==> config.mk <==
export PLATFORM = sky130hd
export DESIGN_NAME = rs_issue_select
export DESIGN_NICKNAME = d
export VERILOG_FILES = /design/src/rtl/rs_pkg.sv /design/src/rtl/rs_age_queue.sv /design/src/rtl/rs_issue_select.sv
export SDC_FILE = /design/constraint.sdc
export NUM_CORES = 1
export LEC_CHECK = 0
export ABC_AREA = 1
export BUFFER_PORTS_ARGS = -buffer_cell sky130_fd_sc_hd__buf_2
export CAP_MARGIN = 20
export CORE_MARGIN = 3
export CORE_UTILIZATION = 60
export CTS_CLUSTER_DIAMETER = 120
export DETAILED_ROUTE_END_ITERATION = 16
export GPL_ROUTABILITY_DRIVEN = 0
export PLACE_DENSITY = 0.85
export SETUP_SLACK_MARGIN = 0.4
export SLEW_MARGIN = 5
export SYNTH_ARGS = -nofsm -noshare
export SYNTH_HDL_FRONTEND = slang
export SYNTH_HIERARCHICAL = 1
export SYNTH_SLANG_ARGS = --single-unit
==> constraint.sdc <==
create_clock -name clk -period 7.83 [get_ports clk]
set_input_delay 1.566 -clock clk [delete_from_list [all_inputs] [get_ports clk]]
set_output_delay 1.566 -clock clk [all_outputs]
set_load 0.01 [all_outputs]
==> src/rtl/rs_pkg.sv <==
// Constants and types shared by the reservation station array and its issue-select logic.
package rs_pkg;
    localparam int NUM_RS_ENTRIES = 5;
    localparam int RS_IDX_W       = 5;
    localparam int RS_CNT_W       = 3;

    typedef enum logic {
        ISS_IDLE,
        ISS_PRESENT
    } issState_e;
endpackage

==> src/rtl/rs_age_queue.sv <==
// Compacting age queue of RS entry indices, slot 0 oldest, with a per-slot issuing bit.
module rs_age_queue
    import rs_pkg::*;
#(
    parameter int NUM_ENTRIES = NUM_RS_ENTRIES,
    parameter int IDX_W       = RS_IDX_W,
    parameter int CNT_W       = RS_CNT_W
) (
    input  logic                                clk,
    input  logic                                reset,
    input  logic                                flush,
    input  logic                                pushValid,
    input  logic [IDX_W-1:0]                    pushIdx,
    input  logic                                removeIssuing,
    input  logic                                markValid,
    input  logic [CNT_W-1:0]                    markSlot,
    output logic [NUM_ENTRIES-1:0][IDX_W-1:0]   slotIdx,
    output logic [NUM_ENTRIES-1:0]              slotValid,
    output logic [NUM_ENTRIES-1:0]              slotIssuing,
    output logic [CNT_W-1:0]                    count,
    output logic                                full,
    output logic                                empty
);
    logic [CNT_W-1:0]                  remPos;
    logic                              removeHit;
    logic [CNT_W-1:0]                  countAfter;
    logic [NUM_ENTRIES:0][IDX_W-1:0]   extIdx;
    logic [NUM_ENTRIES:0]              extValid;
    logic [NUM_ENTRIES:0]              extIssuing;
    logic [NUM_ENTRIES-1:0][IDX_W-1:0] nextIdx;
    logic [NUM_ENTRIES-1:0]            nextValid;
    logic [NUM_ENTRIES-1:0]            nextIssuing;

    // Marking uses pre-compaction slot numbers, so apply it before the shift.
    always_comb begin
        remPos    = CNT_W'(NUM_ENTRIES);
        removeHit = 1'b0;
        for (int s = 0; s < NUM_ENTRIES; s++) begin
            if (removeIssuing && slotValid[s] && slotIssuing[s]) begin
                remPos    = CNT_W'(s);
                removeHit = 1'b1;
            end
        end
        extIdx     = {{IDX_W{1'b0}}, slotIdx};
        extValid   = {1'b0, slotValid};
        extIssuing = '0;
        for (int s = 0; s < NUM_ENTRIES; s++) begin
            extIssuing[s] = slotIssuing[s] | (markValid && markSlot == CNT_W'(s));
        end
        countAfter = count - CNT_W'(removeHit);
        for (int j = 0; j < NUM_ENTRIES; j++) begin
            if (CNT_W'(j) >= remPos) begin
                nextIdx[j]     = extIdx[j+1];
                nextValid[j]   = extValid[j+1];
                nextIssuing[j] = extIssuing[j+1];
            end else begin
                nextIdx[j]     = extIdx[j];
                nextValid[j]   = extValid[j];
                nextIssuing[j] = extIssuing[j];
            end
            if (pushValid && countAfter == CNT_W'(j)) begin
                nextIdx[j]     = pushIdx;
                nextValid[j]   = 1'b1;
                nextIssuing[j] = 1'b0;
            end
        end
    end

    always_ff @(posedge clk or negedge reset) begin
        if (!reset) begin
            slotValid   <= '0;
            slotIssuing <= '0;
            count       <= '0;
        end else if (flush) begin
            slotValid   <= '0;
            slotIssuing <= '0;
            count       <= '0;
        end else begin
            slotValid   <= nextValid;
            slotIssuing <= nextIssuing & nextValid;
            count       <= countAfter + CNT_W'(pushValid);
        end
    end

    // Index payload is qualified by slotValid and needs no reset.
    always_ff @(posedge clk) begin
        slotIdx <= nextIdx;
    end

    assign full  = (count == CNT_W'(NUM_ENTRIES));
    assign empty = (count == '0);
endmodule

==> src/rtl/rs_issue_select.sv <==
// Picks the oldest operand-ready RS entry and presents it to ALU dispatch via valid/ready.
module rs_issue_select
    import rs_pkg::*;
#(
    parameter int NUM_ENTRIES = NUM_RS_ENTRIES,
    parameter int IDX_W       = RS_IDX_W,
    parameter int CNT_W       = RS_CNT_W
) (
    input  logic                   clk,
    input  logic                   reset,
    input  logic                   flush,
    input  logic                   alloc_valid,
    input  logic [IDX_W-1:0]       alloc_idx,
    input  logic [NUM_ENTRIES-1:0] rs_ready,
    output logic                   issue_valid,
    input  logic                   issue_ready,
    output logic [IDX_W-1:0]       issue_idx,
    output logic [CNT_W-1:0]       queue_count,
    output logic                   queue_full,
    output logic                   queue_empty,
    output logic                   alloc_err
);
    issState_e                          state;
    logic [NUM_ENTRIES-1:0][IDX_W-1:0]  slotIdx;
    logic [NUM_ENTRIES-1:0]             slotValid;
    logic [NUM_ENTRIES-1:0]             slotIssuing;
    logic                               handshake;
    logic                               removeIssuing;
    logic                               markValid;
    logic                               candFound;
    logic [CNT_W-1:0]                   candSlot;
    logic [IDX_W-1:0]                   candIdx;
    logic                               dupHit;
    logic                               allocOk;
    logic                               pushValid;
    logic [CNT_W-1:0]                   countAfter;

    function automatic logic readyOf(input logic [NUM_ENTRIES-1:0] rdy, input logic [IDX_W-1:0] idx);
        logic r;
        r = 1'b0;
        for (int e = 0; e < NUM_ENTRIES; e++) begin
            if (idx == IDX_W'(e)) r = rdy[e];
        end
        return r;
    endfunction

    assign handshake     = (state == ISS_PRESENT) && issue_ready;
    assign removeIssuing = handshake && !flush;
    assign markValid     = candFound && !flush && ((state == ISS_IDLE) || handshake);

    // Scan youngest to oldest so the oldest qualifying slot wins.
    always_comb begin
        candFound = 1'b0;
        candSlot  = '0;
        candIdx   = '0;
        for (int s = NUM_ENTRIES - 1; s >= 0; s--) begin
            if (slotValid[s] && !slotIssuing[s] && readyOf(rs_ready, slotIdx[s])) begin
                candFound = 1'b1;
                candSlot  = CNT_W'(s);
                candIdx   = slotIdx[s];
            end
        end
    end

    // The slot leaving this cycle no longer counts as a duplicate or toward fullness.
    always_comb begin
        dupHit = 1'b0;
        for (int s = 0; s < NUM_ENTRIES; s++) begin
            if (slotValid[s] && slotIdx[s] == alloc_idx && !(removeIssuing && slotIssuing[s]))
                dupHit = 1'b1;
        end
        countAfter = queue_count - CNT_W'(removeIssuing);
        allocOk    = (alloc_idx < IDX_W'(NUM_ENTRIES)) && !dupHit
                     && (countAfter != CNT_W'(NUM_ENTRIES));
        pushValid  = alloc_valid && !flush && allocOk;
    end

    rs_age_queue #(
        .NUM_ENTRIES(NUM_ENTRIES),
        .IDX_W      (IDX_W),
        .CNT_W      (CNT_W)
    ) ageQueue (
        .clk          (clk),
        .reset        (reset),
        .flush        (flush),
        .pushValid    (pushValid),
        .pushIdx      (alloc_idx),
        .removeIssuing(removeIssuing),
        .markValid    (markValid),
        .markSlot     (candSlot),
        .slotIdx      (slotIdx),
        .slotValid    (slotValid),
        .slotIssuing  (slotIssuing),
        .count        (queue_count),
        .full         (queue_full),
        .empty        (queue_empty)
    );

    always_ff @(posedge clk or negedge reset) begin
        if (!reset) begin
            state     <= ISS_IDLE;
            issue_idx <= '0;
            alloc_err <= 1'b0;
        end else begin
            if (alloc_valid && !flush && !allocOk) alloc_err <= 1'b1;
            if (flush) begin
                state <= ISS_IDLE;
            end else begin
                case (state)
                    ISS_IDLE: begin
                        if (candFound) begin
                            issue_idx <= candIdx;
                            state     <= ISS_PRESENT;
                        end
                    end
                    ISS_PRESENT: begin
                        if (issue_ready) begin
                            if (candFound) issue_idx <= candIdx;
                            else           state     <= ISS_IDLE;
                        end
                    end
                    default: state <= ISS_IDLE;
                endcase
            end
        end
    end

    assign issue_valid = (state == ISS_PRESENT);
endmodule

==> impl_results.md <==
* Status: complete, no violations
* Die outline height at around 80 um
* Rows at 26
* Post-Syn Area at 3330 um2
* Syn avg cell area at 7.53 um2
* Routed WL at around 8700 um
* Largest net degree at the start of global routing at 21
* Vias at roughly 3200
* CTS tree: yes
* Clock root cell: clkbuf_8
* Post-route DRC at 0
* Peak supply drop at 0.105 mV
* Total power per unit cell area at about 130 nW/um2
* Number of synthesized flops with an enable pin at 25
* Detailed placement HPWL at slightly below 7000 um
* Vias in the first global route at roughly 3100
* CTS Buf Count at 5
* Max clock buf depth at 2
* Cell area after layout at roughly 3600 um2
* Post-synth net total at between 400 and 500
* Final Hold Fails at 0
* Post-Route Utilization at between 60% and 70%
* Routed wire length per instance at between 15 and 20 um
* Fmax at approximately 230 MHz
* CP Max Fanout at 13
* CTS resizes at 0
* Clock network fraction of total power at ~38%
* GRT Total Usage at 28.7%
* Most common cell after layout, fill and taps aside: nand2_1
* DRT antenna net count at 0
* CP startpoint kind: input pin
* Drt first pass iters at 6
* Ys async rst share at 44.4%
* Tcrit/Tclk final at 56.5%
* Final Skew at just under 0.009 ns
* Core box area at 5240 um2
* Reg clk slew, reported paths at 0.08 ns
* Fraction of layout cells with a size suffix above 1 at roughly a fifth
* Post-CTS Setup Bufs at 0
* Slew HR at roughly three fifths
* Starting density of the core at about 64%
* Post-synthesis register bit count at 45
* Antenna diode count at 0
* Post-Synthesis Cells at ~440
* LEAKAGE at 1.77 nW
* Area growth from synthesis to layout at 8.08%
* Synth cell types at 39
* CTS H-tree lvls at 2
* First-pass GRT wire length at 14200 um
* Int Pwr at between 0.3 and 0.4 mW
* Min cycle time layout at roughly 4.4 ns
* Final setup viols at 0
* RSZ-0062 raised after global routing: no
* Sequential power share at between 50% and 60%
* CP arrival at ~4.4 ns
* Tightest Pin Transition at slightly above 0.6 ns
* Port buffer count at 26
* DR iter-0 viols at 332
* IO Count at 27
* CTS Sinks at 45
* CP Class: in2reg
* CP endpoint kind: flip-flop
* Width of the die at approximately 80 um
* HP Class: reg2reg
* Vias/cell at around 5.9
* YS warnings at 6
* Combinational Power Share at under 10%
* Remaining global-route overflow at 0
* Pins Over Slew Limit at 0
* Final nets at 489
* Setup TNS at 0 ns
* Hold Buf Count CTS at 0
* Worst skew pair latency at 0.30 ns
* Switching power at between 0.1 and 0.15 mW
* Initial antenna violation count at 0
* Top FF cell, synth: edfxtp_1
* Die area at between 6000 and 7000 um2
* # Max-Cap Violations at 0
* Post-synthesis sequential area ratio at a little under two fifths
* Most frequent cells in the layout: nand2_1, inv_1, nor2_1, nand3_1, buf_2
* Worst Path Required at 7.83 ns
* Placed cell areas at ~3500 um2
* Net Sw Frac at 23.3%
* Fin Hold WS at about 0.48 ns
-- cells in the mapped netlist, types with 2 or more instances --
library cell  instances  area (um2)
inv_2                 8        30.0
nand3_2               5        50.1
xor2_1                4        35.0
nor3_1                3        15.0
o21ai_1               4        20.0
nor2_2                4        25.0
nand2_1             116         435
o22ai_1               2        12.5
o21ai_2              18         158
nand2_2               5        31.3
ha_1                  6        75.1
buf_6                 4        45.0
nand2_4               6        67.6
o211ai_1              5        37.5
xnor2_1               4        35.0
edfxtp_1             25         751
a21oi_1              12        60.1
o21ai_0               7        35.0
nand4_1               7        43.8
o2111ai_1             5        43.8
dfrtp_1              20         500
a31oi_1               4        25.0
nand3b_1              2        15.0
inv_1                63         236
nor2_1               47         176
nor2_4                3        33.8
nand3_1              41         205
-- area by class of cell --
cell class / instances / area, um2
multi-input cells: 318 / 1750
fillers: 433 / 1640
flip-flops and latches: 45 / 1250
inverters: 72 / 273
repair buffers: 26 / 130
well taps: 70 / 87.6
clock buffers: 5 / 68.8
clock inverters: 3 / 41.3
-- state kept, by name (all words and copies together), names as in the netlist --
register and cells:
ageQueue/slotIdx 25, ageQueue/slotIssuing 5, ageQueue/slotValid 5, issue_idx 5, ageQueue/count 3, alloc_err 1, issue_valid 1
-- routing by layer --
layer / GRT usage, % / vias up / wire [um]
li1: - / 1498 / -
met3: 5.72 / 36 / 817
met2: 47.9 / 171 / 4100
met1: 35.2 / 1458 / 3400
met5: 0 / - / 0
met4: 14.4 / 0 / 360
-- through the flow --
| step | power, mW | std cells | setup WS, ns |
|---|---|---|---|
| 6_report | 0.464 | 539 | 3.40 |
| 5_1_grt | 0.479 | 539 | 3.13 |
| 4_1_cts | 0.464 | 539 | 3.43 |
| 3_5_place_dp | 0.294 | 531 | 3.11 |
| 3_3_place_gp | 0.293 | 531 | 3.25 |
| 2_1_floorplan | 0.278 | 442 | 3.70 |
-- power groups by stage --
stage | clock, mW | sequential, mW | combinational (mW)
6_report | 0.175 | 0.252 | 0.0366
4_1_cts | 0.175 | 0.252 | 0.0363
5_1_grt | 0.185 | 0.253 | 0.0406
2_1_floorplan | 0 | 0.258 | 0.0200
3_5_place_dp | 0 | 0.257 | 0.0360
3_3_place_gp | 0 | 0.257 | 0.0354
-- cells by family (layout without fill, tap and decap cells) --
| group | Yosys count | in the layout | synth area share (%) |
|---|---|---|---|
| xor+xnor | 9 | 9 | 2.93 |
| fa+ha+maj | 6 | 6 | 2.25 |
| simple gates | 241 | 241 | 34.0 |
| buf+inv | 79 | 106 | 9.96 |
| flops | 45 | 45 | 37.6 |
| compound gates | 62 | 62 | 13.3 |
-- worst max-delay path, cell delays in order --
cell and delay [ns]:
buf_2 0.17, nor2_1 0.51, nand3_1 0.34, inv_2 0.19
nor2_4 0.07, nor2_4 0.13, inv_1 0.08, ha_1 0.19
ha_1 0.24, xnor2_4 0.33, nand3_2 0.32, nand2_1 0.28
-- worst paths after layout --
path | start | endpoint | slack (ns) | cells past startpoint
worst max-delay path | flush | ageQueue/slotIdx[16]$_DFFE_PP_ | 3.40 | 12
worst min-delay path | issue_idx[1]$_DFFE_PN0P_ | issue_idx[1]$_DFFE_PN0P_ | 0.48 | 2
worst max register to register | issue_valid$_DFF_PN0_ | ageQueue/slotIdx[16]$_DFFE_PP_ | 4.44 | 12
worst min register to register | issue_idx[1]$_DFFE_PN0P_ | issue_idx[1]$_DFFE_PN0P_ | 0.48 | 2
max in group asynchronous | reset | ageQueue/count[1]$_DFF_PN0_ | 6.31 | 1
min in group asynchronous | reset | issue_idx[4]$_DFFE_PN0P_ | 1.20 | 1
Note: power is estimated with default switching activity, not from simulation.
